**src/rtl/gate_bist_pkg.sv**
```systemverilog
// Shared types and constants for the two-input gate BIST controller.
// Holds the FSM state encoding, vector count and the expected-gate function.
package gate_bist_pkg;

    typedef enum logic [1:0] {
        IDLE  = 2'd0,
        APPLY = 2'd1,
        DONE  = 2'd2
    } state_t;

    localparam int NUM_VEC  = 4;

    localparam int FUNC_AND = 0;
    localparam int FUNC_OR  = 1;
    localparam int FUNC_XOR = 2;

    function automatic logic gate_eval(input int func, input logic a, input logic b);
        case (func)
            FUNC_OR:  return a | b;
            FUNC_XOR: return a ^ b;
            default:  return a & b;
        endcase
    endfunction

endpackage

```
**src/rtl/bist_dwell_timer.sv**
```systemverilog
// Dwell timer: counts edges while enabled and flags the last cycle of a dwell.
// Wraps to zero on its own at terminal count so consecutive vectors need no gap.
module bist_dwell_timer #(
    parameter int DWELL = 20
) (
    input  logic clk,
    input  logic rst_n,
    input  logic clear,
    input  logic enable,
    output logic tc
);

    localparam logic [7:0] TC_VAL = 8'(DWELL - 1);

    logic [7:0] count;

    assign tc = enable && (count == TC_VAL);

    always_ff @(posedge clk or negedge rst_n) begin
        if (!rst_n) begin
            count <= 8'd0;
        end else if (clear) begin
            count <= 8'd0;
        end else if (enable) begin
            count <= tc ? 8'd0 : count + 8'd1;
        end
    end

endmodule

```
**src/rtl/gate_bist.sv**
```systemverilog
// BIST controller for a single two-input gate: walks the four input vectors,
// holds each for DWELL cycles and checks the response on the last cycle.
//
//   state | meaning
//   IDLE  | waiting for start after reset
//   APPLY | driving vec onto dut_a/dut_b, comparing at end of each dwell
//   DONE  | results held (done=1) until the next start
module gate_bist
    import gate_bist_pkg::*;
#(
    parameter int DWELL = 20,
    parameter int FUNC  = 0,
    parameter int ERR_W = 3
) (
    input  logic             clk,
    input  logic             rst_n,
    input  logic             start,
    output logic             dut_a,
    output logic             dut_b,
    input  logic             dut_o,
    output logic             busy,
    output logic             done,
    output logic             pass,
    output logic [ERR_W-1:0] err_count,
    output logic [1:0]       fail_vec
);

    state_t     state, state_nxt;
    logic [1:0] vec;
    logic       in_apply;
    logic       tc;
    logic       run_start;
    logic       cmp;
    logic       last_vec;
    logic       mismatch;

    assign in_apply = (state == APPLY);
    assign last_vec = (vec == 2'(NUM_VEC - 1));

    bist_dwell_timer #(
        .DWELL(DWELL)
    ) u_timer (
        .clk    (clk),
        .rst_n  (rst_n),
        .clear  (run_start),
        .enable (in_apply),
        .tc     (tc)
    );

    always_ff @(posedge clk or negedge rst_n) begin
        if (!rst_n) begin
            state <= IDLE;
        end else begin
            state <= state_nxt;
        end
    end

    always_comb begin
        state_nxt = state;
        run_start = 1'b0;
        cmp       = 1'b0;
        case (state)
            IDLE, DONE: begin
                if (start) begin
                    state_nxt = APPLY;
                    run_start = 1'b1;
                end
            end
            APPLY: begin
                if (tc) begin
                    cmp = 1'b1;
                    if (last_vec) begin
                        state_nxt = DONE;
                    end
                end
            end
            default: state_nxt = IDLE;
        endcase
    end

    assign mismatch = cmp && (dut_o != gate_eval(FUNC, vec[1], vec[0]));

    // Stimulus flops follow vec so the gate sees the vector for the whole dwell.
    always_ff @(posedge clk or negedge rst_n) begin
        if (!rst_n) begin
            vec   <= 2'd0;
            dut_a <= 1'b0;
            dut_b <= 1'b0;
        end else if (run_start) begin
            vec   <= 2'd0;
            dut_a <= 1'b0;
            dut_b <= 1'b0;
        end else if (cmp) begin
            if (last_vec) begin
                vec   <= 2'd0;
                dut_a <= 1'b0;
                dut_b <= 1'b0;
            end else begin
                vec            <= vec + 2'd1;
                {dut_a, dut_b} <= vec + 2'd1;
            end
        end
    end

    always_ff @(posedge clk or negedge rst_n) begin
        if (!rst_n) begin
            err_count <= '0;
            fail_vec  <= 2'd0;
        end else if (run_start) begin
            err_count <= '0;
            fail_vec  <= 2'd0;
        end else if (mismatch) begin
            if (err_count == '0) begin
                fail_vec <= vec;
            end
            if (err_count != '1) begin
                err_count <= err_count + ERR_W'(1);
            end
        end
    end

    assign busy = in_apply;
    assign done = (state == DONE);
    // Combinational so the final compare of a run is already reflected when done rises.
    assign pass = done && (err_count == '0);

endmodule

```
**config.mk**
```make
export PLATFORM = sky130hd
export DESIGN_NAME = gate_bist
export DESIGN_NICKNAME = d
export VERILOG_FILES = /design/src/rtl/gate_bist_pkg.sv /design/src/rtl/bist_dwell_timer.sv /design/src/rtl/gate_bist.sv
export SDC_FILE = /design/constraint.sdc
export NUM_CORES = 1
export LEC_CHECK = 0
export CAP_MARGIN = 10
export CORE_MARGIN = 1.5
export CORE_UTILIZATION = 55
export CTS_CLUSTER_DIAMETER = 40
export CTS_CLUSTER_SIZE = 25
export DETAILED_ROUTE_END_ITERATION = 6
export GPL_TIMING_DRIVEN = 0
export PLACE_DENSITY = 0.81
export SYNTH_ARGS = -nofsm -noshare
export SYNTH_HDL_FRONTEND = slang
export SYNTH_SLANG_ARGS = --single-unit
```
**constraint.sdc**
```tcl
create_clock -name clk -period 4.87 [get_ports clk]
set_clock_uncertainty 0.2 [all_clocks]
set_input_delay 0.974 -clock clk [delete_from_list [all_inputs] [get_ports clk]]
set_output_delay 0.974 -clock clk [all_outputs]
set_load 0.02 [all_outputs]
```
---- Word level (Yosys, flattened, before mapping) ----
Cells that the tools add are included.
cells by class
  add/sub/neg operators ................... 3
  $mul .................................... 0
  div/mod/pow operators ................... 0
  $lt $le $gt $ge ......................... 0
  eq/ne operators ......................... 9
  shifts and indexed selects .............. 0
  muxes and demuxes ....................... 26
  bitwise gates (word level) .............. 1
  reductions and logical operators ........ 14
operator list
  operator               count
  $mux W8                3
  $mux W2                9
  $mux W1                10
  $reduce_bool A2 Y1     5
  $mux W3                3
  $add A8 B1 Y8 const B  1
  $eq A8 B5 Y1 const B   1
  $ne A2 B2 Y1 const B   3
  $eq A2 B2 Y1 const B   2
  $pmux W2 S2            1
  $reduce_and A2 Y1      2
  $add A3 B1 Y3 const B  1
  $logic_and A1 B1 Y1    3
  $logic_not A3 Y1       1
  $ne A3 B3 Y1 const B   1
  $reduce_and A3 Y1      1
  $add A2 B1 Y2 const B  1
  $eq A2 B1 Y1 const B   1
  $logic_not A2 Y1       1
  $reduce_or A2 Y1       1
  $and A1 B1 Y1          1
  $ne A1 B1 Y1           1
word-level totals
  bits in registers ....................... 19
  latch bits .............................. 0
  bits in writable memories ............... 0
  bits in read-only memories .............. 0
  output and inout bits ................... 10
  memories kept ........................... 0

---- Depth between registers and ports, before layout ----
Gate-level depths: netlist (run 1).
  depth after elaboration ................. 7
  mapped depth ............................ 7
  gate-level depth less buffers ........... 5

---- By module ----
A second synthesis (run 1) with hierarchy kept.
unflattened totals
  cells, all modules ...................... 94
  area total of the unflattened synthesis .. 958.4 um2
modules (own cells, without submodules)
  module            times used  cells an instance  area an instance (um2)  seq. area each (um2)
  gate_bist         1           53                 524.3                   225.2
  bist_dwell_timer  1           41                 434.2                   200.2

---- Worst setup path before layout (run 1) ----
No wires, ideal clock.
  path kind ............................... register -> output
  from .................................... register err_count[0]
  to ...................................... output pass
  data arrival time ....................... 1.064 ns
  required time ........................... 3.696 ns
  path slack .............................. 2.632 ns
  cell stages (with the launch flop) ...... 5
  buffers on the path ..................... 0
  path through ............................ dfrtp_1 -> inv_1 -> ha_1 -> nand2b_1 -> nor2_1
on the way
  word-level cells in the longest chain between the ends .. 2
RTL lines
  item                    line              RTL
  start, declared         gate_bist.sv:24   output logic [ERR_W-1:0] err_count,
  start signal, assigned  gate_bist.sv:117  err_count <= err_count + ERR_W'(1);
  $logic_not A3 Y1        gate_bist.sv:125  assign pass = done && (err_count == '0);
  $logic_and A1 B1 Y1     gate_bist.sv:125
  end, declared           gate_bist.sv:23   output logic pass,
Every way passes these cells.

---- Final worst setup path (run 1) ----
  from .................................... register state[1]
  to ...................................... output busy
on the way
  word-level cells in the longest chain between the ends .. 1
RTL lines
  item                    line             RTL
  start, declared         gate_bist.sv:28  state_t state, state_nxt;
  start signal, assigned  gate_bist.sv:54  state <= state_nxt;
  $eq A2 B1 Y1            gate_bist.sv:37  assign in_apply = (state == APPLY);
  end, declared           gate_bist.sv:21  output logic busy,
Every way passes these cells.

==> results of run 1 <==
==> critical path, cell delays in order (launching register included) <==
cell	delay [ns]
dfrtp_1	0.39
nand2b_1	0.13
buf_2	0.17
inv_1	0.18
clkdlybuf4s50_1	0.64
==> power breakdown <==
group          internal (uW)  switching [uW]
combinational           79.0            83.8
sequential               177            48.1
clock                   30.7            48.1
==> cell usage in the layout, fill, tap and decap left out, types with 2 or more instances in the layout <==
| master | synthesis | layout |
|---|---|---|
| dfrtp_1 | 17 | 17 |
| clkdlybuf4s50_1 | 0 | 13 |
| o21ai_0 | 9 | 9 |
| a21oi_1 | 8 | 8 |
| nor2_1 | 7 | 7 |
| nand3_1 | 7 | 7 |
| inv_1 | 5 | 5 |
| ha_1 | 5 | 5 |
| nand2b_1 | 4 | 4 |
| nor3_1 | 4 | 4 |
| xor2_1 | 3 | 3 |
| nand2_1 | 3 | 3 |
| xnor2_1 | 3 | 3 |
| mux2i_1 | 3 | 3 |
| clkbuf_4 | 0 | 3 |
| nand4_1 | 2 | 2 |
| nor2b_1 | 2 | 2 |
| and3_2 | 2 | 2 |
==> per-stage QoR <==
stage               hold WS [ns]  instance area [um^2]  instances  power, uW  worst slack [ns]
detailed placement         0.345                  1100        125        389              2.17
finish                     0.353                  1120        129        466              1.88
CTS                        0.362                  1120        129        467              1.91
floorplan                  0.307                   946         96        333              2.63
global placement           0.329                  1100        125        378              2.19
global route               0.399                  1120        129        496              1.84
==> path summary, 6_finish.rpt <==
kind / startpoint / to / slack [ns] / cells after the start
min in group asynchronous: rst_n / u_timer.count[3]$_DFFE_PN0P_ / 0.89 / 1
min: fail_vec[1]$_DFFE_PN0P_ / fail_vec[1]$_DFFE_PN0P_ / 0.35 / 2
min reg2reg: fail_vec[1]$_DFFE_PN0P_ / fail_vec[1]$_DFFE_PN0P_ / 0.35 / 2
max reg2reg: u_timer.count[0]$_DFFE_PN0P_ / err_count[0]$_DFFE_PN0P_ / 2.98 / 5
max in group asynchronous: rst_n / err_count[0]$_DFFE_PN0P_ / 3.12 / 1
max: state[1]$_DFFE_PN0P_ / busy / 1.88 / 4
==> cell type report <==
cell class | instances | area [um^2]
Timing Repair Buffer | 13 | 130
Sequential cell | 17 | 425
Buffer | 3 | 20.0
Fill cell | 115 | 435
Clock inverter | 1 | 5.00
Tap cell | 16 | 20.0
Clock buffer | 3 | 22.5
Multi-Input combinational cell | 71 | 482
Inverter | 5 | 18.8
==> sequential cells by signal, summed over array words and instances (netlist names) <==
name	flops
u_timer.count	8
err_count	3
fail_vec	2
state	2
vec	2
==> per-layer routing <==
metal,up-vias,track usage (%),wire length [um]
li1,380,-,-
met1,373,28.1,820
met2,32,39.7,986
met3,6,4.90,123
met4,0,10.9,40
met5,-,0,0
==> logic make-up (layout without fill, tap and decap cells) <==
kind of cell	after synthesis	after routing	share of synthesized area (%)
buf+inv	8	25	4.10
fa+ha+maj	5	5	6.61
compound gates	22	22	13.2
simple gates	35	35	22.4
xor+xnor	6	6	5.56
flops	17	17	45.0
mux	3	3	3.17
==> results_dict.tcl, run 1 <==
set metrics [dict create \
    outcome "finished with violations" \
    failed_checks "DRC" \
    synthCells 96 \
    layout.core_utilization_pct 72.1 \
    cts_inserted_buffers 3 \
    timing_hold_violations_final 0 \
    setup-tns-final_ns 0 \
    routed_wire_length_per_instance_um 15.3 \
    grt_pass1_vias 758 \
    design.portCount 14 \
    synth-edff-count 0 \
    syn-num-nets 105 \
    rows 14 \
    post_route_cells_drive_above_1_share_pct 9.73 \
    timing_worst_slew_pin_value_ns 0.730 \
    ys_top_cells_by_area "dfrtp_1, ha_1, o21ai_0, a21oi_1, nand3_1" \
    initial_utilization_pct 60.7 \
    yosys.cell_count.top_type "dfrtp_1" \
    synth_largest_type_area_fraction_pct 45.0 \
    power.density_cell_area_nw_per_um2 415 \
    place.detailed.hpwl_um 1450 \
    numClockSinks 17 \
    drtAntennaViolNets 0 \
    timing_worst_setup_path_type "flop to primary output" \
    drv.max_cap_violation_count 0 \
    antennaDiodeCount 0 \
    worst-endpoint-arrival_ns 1.82 \
    synth_async_sr_flop_share_pct 100 \
    critical_path.endpoint_type "primary output" \
    ys.warnings.count 0 \
    netlist.top_cell.by_area "dfrtp_1" \
    layout_net_count 123 \
    drt_drc_violations_left 1 \
    worst_setup_hold_path_clk_slew_ns 0.10 \
    dominantRegCellSynth "dfrtp_1" \
    grt_first_pass_wirelength_um 3290 \
    grtUsageTotal_pct 23.4 \
    leakage_uw 0.000496 \
    worst_skew_pair.late_latency_ns 0.30 \
    port-buffer-count 13 \
    grt_overflow 0 \
    cts_tree "built" \
    worstSetupStartpointType "flop" \
    drt_wl_total_um 1970 \
    required_ns 3.70 \
    globalplace.congestion 0.768 \
    synth_cell_types 28 \
    cts-htree-levels 1 \
    antenna_found_initial 0 \
    dieHeight_um 44.5 \
    upper_clock_frequency_limit_mhz 334 \
    detailedRoute.firstPassIterationCount 7 \
    timing.critical_path.fanout_max 9 \
    area_growth_syn_to_layout_pct 18.8 \
    max_slew_headroom_pct 51.2 \
    synth_sequential_area_ratio_pct 45.0 \
    hp-class "flop to flop" \
    post-cts-setup-buffers 0 \
    dieArea_um2 1980 \
    cts_buffer_depth 2 \
    rsz0062_at_grt "no" \
    vias 791 \
    drt_iter0_drc 41 \
    synth-seq-cells 17 \
    synth.cells.most_frequent "dfrtp_1, o21ai_0, a21oi_1" \
    grt_max_degree 18 \
    report.final.setup_viol 0 \
    holdBufCountCts 0 \
    total_of_cells_resized_after_clock_tree_synthesis 0 \
    post-route-min-period_ns 2.99 \
    detail_route.vias_per_cell 6.13 \
    worst_ir_drop_vdd_uv 242 \
    drv_slew 0 \
    mappedNetlistArea_um2 946 \
    die_width_um 44.5 \
    syn_avg_cell_area_um2 9.85 \
    portion_of_the_clock_cycle_consumed_by_the_worst_path_in_the_final_layout_pct 61.4 \
    cts.root.buffer_cell "clkbuf_4" \
    placeableCoreArea_um2 1560 \
]
Note: power is estimated with default switching activity, not from simulation.
==> inputs of run 2 (changes only) <==
Settings changed: CORE_UTILIZATION 55 to 52, PLACE_DENSITY 0.81 to 0.77.
Clock period 4.87 ns to 2.95 ns, I/O delays scaled along.
==> results_dict.tcl, run 2 (synthesized netlist as in run 1, its figures left out) <==
set metrics [dict create \
    outcome "completed" \
    timing_hold_violations_final 0 \
    worst-endpoint-arrival_ns 1.80 \
    drtAntennaViolNets 0 \
    final.hold.worst_slack_ns 0.355 \
    report.final.setup_viol 0 \
    layout.core_utilization_pct 66.4 \
    initial_utilization_pct 55.4 \
    antennaDiodeCount 0 \
    layout_net_count 123 \
    grt_overflow 0 \
    worstSetupStartpointType "flop" \
    cts_buffer_depth 2 \
    routed_wire_length_per_instance_um 13.5 \
    required_ns 2.16 \
    largest_register_ff_count 8 \
    detailed_place.area_um2 1110 \
    drv_slew 0 \
    upper_clock_frequency_limit_mhz 386 \
    dieArea_um2 2080 \
    power.density_cell_area_nw_per_um2 677 \
    critical_path.endpoint_type "primary output" \
    power_frac_seq_pct 47.8 \
    detailedRoute.firstPassIterationCount 4 \
    setup-tns-final_ns 0 \
    p_clk_share_pct 17.2 \
    worst_setup_hold_path_clk_slew_ns 0.11 \
    drv.max_cap_violation_count 0 \
    vias 769 \
    portion_of_the_clock_cycle_consumed_by_the_worst_path_in_the_final_layout_pct 87.7 \
    detail_route.vias_per_cell 5.57 \
    grtUsageTotal_pct 21.5 \
    drt_drc_violations_left 0 \
    grt_max_degree 18 \
    holdBufCountCts 0 \
    port-buffer-count 13 \
    max_slew_headroom_pct 47.8 \
    die_width_um 45.7 \
    area_growth_syn_to_layout_pct 20.0 \
    timing_worst_setup_path_type "flop to primary output" \
    regToRegSetupSlack_ns 1.07 \
    design.portCount 14 \
    regMostFlops "u_timer.count" \
    p_int_uw 472 \
    proportion_of_total_power_due_to_net_switching_pct 38.6 \
    dp_cells 134 \
    drt_wl_total_um 1860 \
    place.detailed.hpwl_um 1340 \
    largest_registers "u_timer.count: 8 flops, err_count: 3 flops" \
    crit_end "pass" \
    total_of_cells_resized_after_clock_tree_synthesis 0 \
    final_cell_mix "dfrtp_1, clkdlybuf4s50_1, o21ai_0" \
    final-instance-count-excl-fill 138 \
    post-route-min-period_ns 2.59 \
    timing_worst_slew_pin_value_ns 0.781 \
    antenna_found_initial 0 \
    rsz0062_at_grt "no" \
    post-cts-setup-buffers 0 \
    switching_power_uw 296 \
    hp-class "flop to flop" \
    globalplace.congestion 0.780 \
    cts_tree "built" \
    grt_first_pass_wirelength_um 3090 \
    worst_ir_drop_vdd_uv 379 \
    timing.critical_path.fanout_max 4 \
    leakage_uw 0.000496 \
    rows 15 \
    r2r-end "vec[0]$_DFFE_PN0P_" \
    final_design_area_no_fill_um2 1130 \
    layout_commonest_cell "dfrtp_1" \
    dieHeight_um 45.7 \
    numClockSinks 17 \
    reg2regPathDepth 6 \
    combinationalPowerShare_pct 34.9 \
    fillerInstances 138 \
    worst_skew_pair.late_latency_ns 0.31 \
    startpoint "err_count[0]$_DFFE_PN0P_" \
    cts-htree-levels 1 \
    placeableCoreArea_um2 1710 \
    cts.root.buffer_cell "clkbuf_4" \
    drt_iter0_drc 9 \
    timing.rr.start "u_timer.count[0]$_DFFE_PN0P_" \
    cts_inserted_buffers 3 \
    grt_pass1_vias 702 \
    post_route_cells_drive_above_1_share_pct 9.73 \
]
## run 2: cell counts in the layout (fill, tap and decap cells not counted)
Identical to the previous run, type by type.
## run 2: power groups by stage
stage          Combinational [uW]  Sequential, uW  Clock [uW]
2_1_floorplan                 175             374           0
3_3_place_gp                  260             370           0
3_5_place_dp                  266             371           0
4_1_cts                       268             367         135
5_1_grt                       305             378         147
6_report                      269             368         132
## run 2: worst min path at each step
stage / cells past startpoint / slack (ns) / to / startpoint
after floorplan: 0 / 0.09 / err_count[0]$_DFFE_PN0P_ / rst_n
after global placement: 2 / 0.33 / fail_vec[0]$_DFFE_PN0P_ / fail_vec[0]$_DFFE_PN0P_
after detailed placement: 1 / 0.34 / u_timer.count[7]$_DFFE_PN0P_ / u_timer.count[7]$_DFFE_PN0P_
after CTS: 1 / 0.36 / u_timer.count[7]$_DFFE_PN0P_ / u_timer.count[7]$_DFFE_PN0P_
after global routing: 1 / 0.38 / u_timer.count[7]$_DFFE_PN0P_ / u_timer.count[7]$_DFFE_PN0P_
final: 1 / 0.35 / u_timer.count[7]$_DFFE_PN0P_ / u_timer.count[7]$_DFFE_PN0P_
## run 2: layout make-up
| cell class | instances | area, um^2 | area share [%] |
|---|---|---|---|
| Sequential cell | 17 | 425 | 37.5 |
| Clock inverter | 1 | 5.00 | 0.441 |
| Buffer | 3 | 20.0 | 1.76 |
| Timing Repair Buffer | 13 | 130 | 11.5 |
| Clock buffer | 3 | 22.5 | 1.98 |
| Multi-Input combinational cell | 71 | 482 | 42.4 |
| Tap cell | 25 | 31.3 | 2.76 |
| Inverter | 5 | 18.8 | 1.65 |
## run 2: metrics by stage
step	setup WS, ns	power (uW)
after floorplan	1.10	549
after global placement	0.662	629
after detailed placement	0.656	637
after CTS	0.362	770
after global routing	0.257	830
final	0.361	769
## run 2: critical path: stages (launching register included)
cell and delay (ns):
dfrtp_1 0.42, inv_1 0.09, ha_1 0.16, nand2b_1 0.11
nor2_1 0.10, clkdlybuf4s50_1 0.60
## run 2: layer usage
layer / track usage (%) / vias to the layer above / part of all wire, %
li1: - / 373 / -
met1: 29.8 / 377 / 49
met2: 29.9 / 14 / 45
met3: 5.95 / 5 / 3.7
met4: 12.4 / 0 / 2.3
met5: 0 / - / 0
==> inputs of run 3 (changes only) <==
Settings changed: ABC_AREA set to 1, CORE_UTILIZATION 52 to 48, PLACE_DENSITY 0.77 to 0.74, REMOVE_ABC_BUFFERS set to 1.
Clock period 2.95 ns to 2.3 ns, I/O delays scaled along.
==> results_dict.tcl, run 3 <==
set metrics [dict create \
    post-route-min-period_ns 2.23 \
    synth.cells.most_frequent "nand2_1, inv_1, dfrtp_1" \
    cts.root.buffer_cell "clkbuf_4" \
    numClockSinks 17 \
    max_slew_headroom_pct 48.8 \
    cts-htree-levels 1 \
    rows 16 \
    holdBufCountCts 0 \
    cts_buffer_depth 2 \
    vias 948 \
    mappedNetlistArea_um2 1070 \
    dominantRegCellSynth "dfrtp_1" \
    grt_overflow 0 \
    cts_tree "built" \
    upper_clock_frequency_limit_mhz 448 \
    dieArea_um2 2520 \
    placeableCoreArea_um2 2020 \
    synth-edff-count 0 \
    worst_skew_pair.late_latency_ns 0.29 \
    globalplace.congestion 0.898 \
    drtAntennaViolNets 0 \
    fillerInstances 189 \
    largest_register_ff_count 8 \
    antenna_found_initial 0 \
    layout_net_count 162 \
    cell_family_contributing_the_most_delay_on_the_critical_path "buffers and inverters" \
    netlist.top_cell.by_area "dfrtp_1" \
    routed_wire_length_per_instance_um 11.6 \
    worst-endpoint-arrival_ns 1.57 \
    worst_ir_drop_vdd_uv 637 \
    ys.warnings.count 0 \
    dieHeight_um 50.2 \
    syn_avg_cell_area_um2 7.88 \
    antennaDiodeCount 0 \
    critical_path.endpoint_type "primary output" \
    largest_registers "u_timer.count: 8 flops, err_count: 3 flops" \
    yosys.cell_count.top_type "nand2_1" \
    critPathBufInv 3 \
    multi_input_comb_area_um2 513 \
    initial_utilization_pct 53.0 \
    synth_cell_types 23 \
    timing.critical_path.fanout_max 4 \
    leakage_uw 0.000624 \
    worst_setup_hold_path_clk_slew_ns 0.10 \
    drv_slew 0 \
    synthCells 136 \
    design.portCount 14 \
    portion_of_the_clock_cycle_consumed_by_the_worst_path_in_the_final_layout_pct 97.1 \
    die_width_um 50.2 \
    grt_pass1_vias 861 \
    critical-path-max-stage-delay_ns 0.59 \
    timing_worst_setup_path_type "flop to primary output" \
    detail_route.vias_per_cell 5.30 \
    ff_latch_area_um2 425 \
    post_route_cells_drive_above_1_share_pct 12.5 \
    worstSetupStartpointType "flop" \
    drt_drc_violations_left 0 \
    detailed_place.area_um2 1200 \
    drt_wl_total_um 2080 \
    setup-tns-final_ns 0 \
    drv.max_cap_violation_count 0 \
    power.density_cell_area_nw_per_um2 1040 \
    crit_path_top_delay_cell "clkdlybuf4s50_1" \
    hp-class "flop to flop" \
    grt_first_pass_wirelength_um 3580 \
    synth_largest_type_area_fraction_pct 39.7 \
    drt_iter0_drc 31 \
    synth-seq-cells 17 \
    final_cell_mix "nand2_1, inv_1, dfrtp_1" \
    cts_inserted_buffers 3 \
    rsz0062_at_grt "no" \
    timing_worst_slew_pin_value_ns 0.766 \
    final_design_area_no_fill_um2 1230 \
    detailedRoute.firstPassIterationCount 4 \
    place.detailed.hpwl_um 1580 \
    area_growth_syn_to_layout_pct 15.2 \
    grtUsageTotal_pct 18.9 \
    layout_commonest_cell "nand2_1" \
    ys_top_cells_by_area "dfrtp_1, nand2_1, inv_1, ha_1, nor2_1" \
    regMostFlops "u_timer.count" \
    outcome "completed" \
    timing_hold_violations_final 0 \
    synth_async_sr_flop_share_pct 100 \
    report.final.setup_viol 0 \
    port-buffer-count 13 \
    grt_max_degree 18 \
    synth_sequential_area_ratio_pct 39.7 \
    required_ns 1.64 \
    path_cells "inv_1 -> nand2_4 -> clkinv_4 -> clkdlybuf4s50_1" \
]
==> run 3: cell count changes in the layout (fill, tap and decap cells not counted), sizes merged, moves of 6 or more <==
cell   delta
nand2    +27
inv      +20
nor2     +12
a21oi     -8
nand4     +7
nand3     +6
==> run 3: per-stage QoR <==
step	cells	power, uW	hold WS [ns]	setup slack (ns)	util [%]
finish	179	1280	0.308	0.0674	61.0
global route	179	1400	0.339	0.00611	61.0
CTS	178	1280	0.317	0.0275	61.0
detailed placement	174	1110	0.294	0.0148	59.6
global placement	174	1090	0.285	0.0510	59.6
floorplan	134	919	-0.0356	0.306	-
==> run 3: worst paths after layout <==
kind	start	endpoint	slack (ns)	cells after the start
max in group asynchronous	rst_n	err_count[0]$_DFFE_PN0P_	1.02	1
worst max register to register	u_timer.count[0]$_DFFE_PN0P_	fail_vec[1]$_DFFE_PN0P_	0.63	8
worst min register to register	fail_vec[1]$_DFFE_PN0P_	fail_vec[1]$_DFFE_PN0P_	0.31	2
worst min-delay path	fail_vec[1]$_DFFE_PN0P_	fail_vec[1]$_DFFE_PN0P_	0.31	2
min in group asynchronous	rst_n	state[1]$_DFFE_PN0P_	0.40	1
worst max-delay path	state[1]$_DFFE_PN0P_	busy	0.07	4
==> run 3: area by class of cell <==
type                            count  area share [%]
Multi-Input combinational cell     91            41.6
Sequential cell                    17            34.5
Timing Repair Buffer               14            10.8
Inverter                           26            8.32
Tap cell                           27            2.74
Clock buffer                        4            2.13
==> run 3: tightest hold or removal path, stage by stage, from the launching register on <==
cell and delay, ns:
dfrtp_1 0.35, nand3_1 0.07, nand2_1 0.06
==> run 3: power by group <==
group / switching, uW / internal (uW)
logic: 363 / 250
registers: 102 / 404
clock network: 95.3 / 67.5
total: 561 / 721
==> run 3: kinds of logic after synthesis <==
logic type / share of synthesized area, %
compound gates: 5.96
xor+xnor: 0.818
fa+ha+maj: 5.84
simple gates: 35.3
flops: 39.7
buf+inv: 12.4
==> run 3: timing repair <==
item / CTS / global route
gates resized for setup: 4 / 1
endpoints found under the setup margin: 1 / 1
setup buffers: 0 / 1
endpoints found under the hold margin: 0 / 0
==> run 3: routing by layer <==
metal / share of wire, % / global-route usage (%) / vias to the layer above
li1: - / - / 476
met1: 45 / 25.1 / 440
met2: 47 / 28.3 / 28
met3: 5.6 / 3.57 / 4
met4: 1.6 / 11.6 / 0
met5: 0 / 0 / -
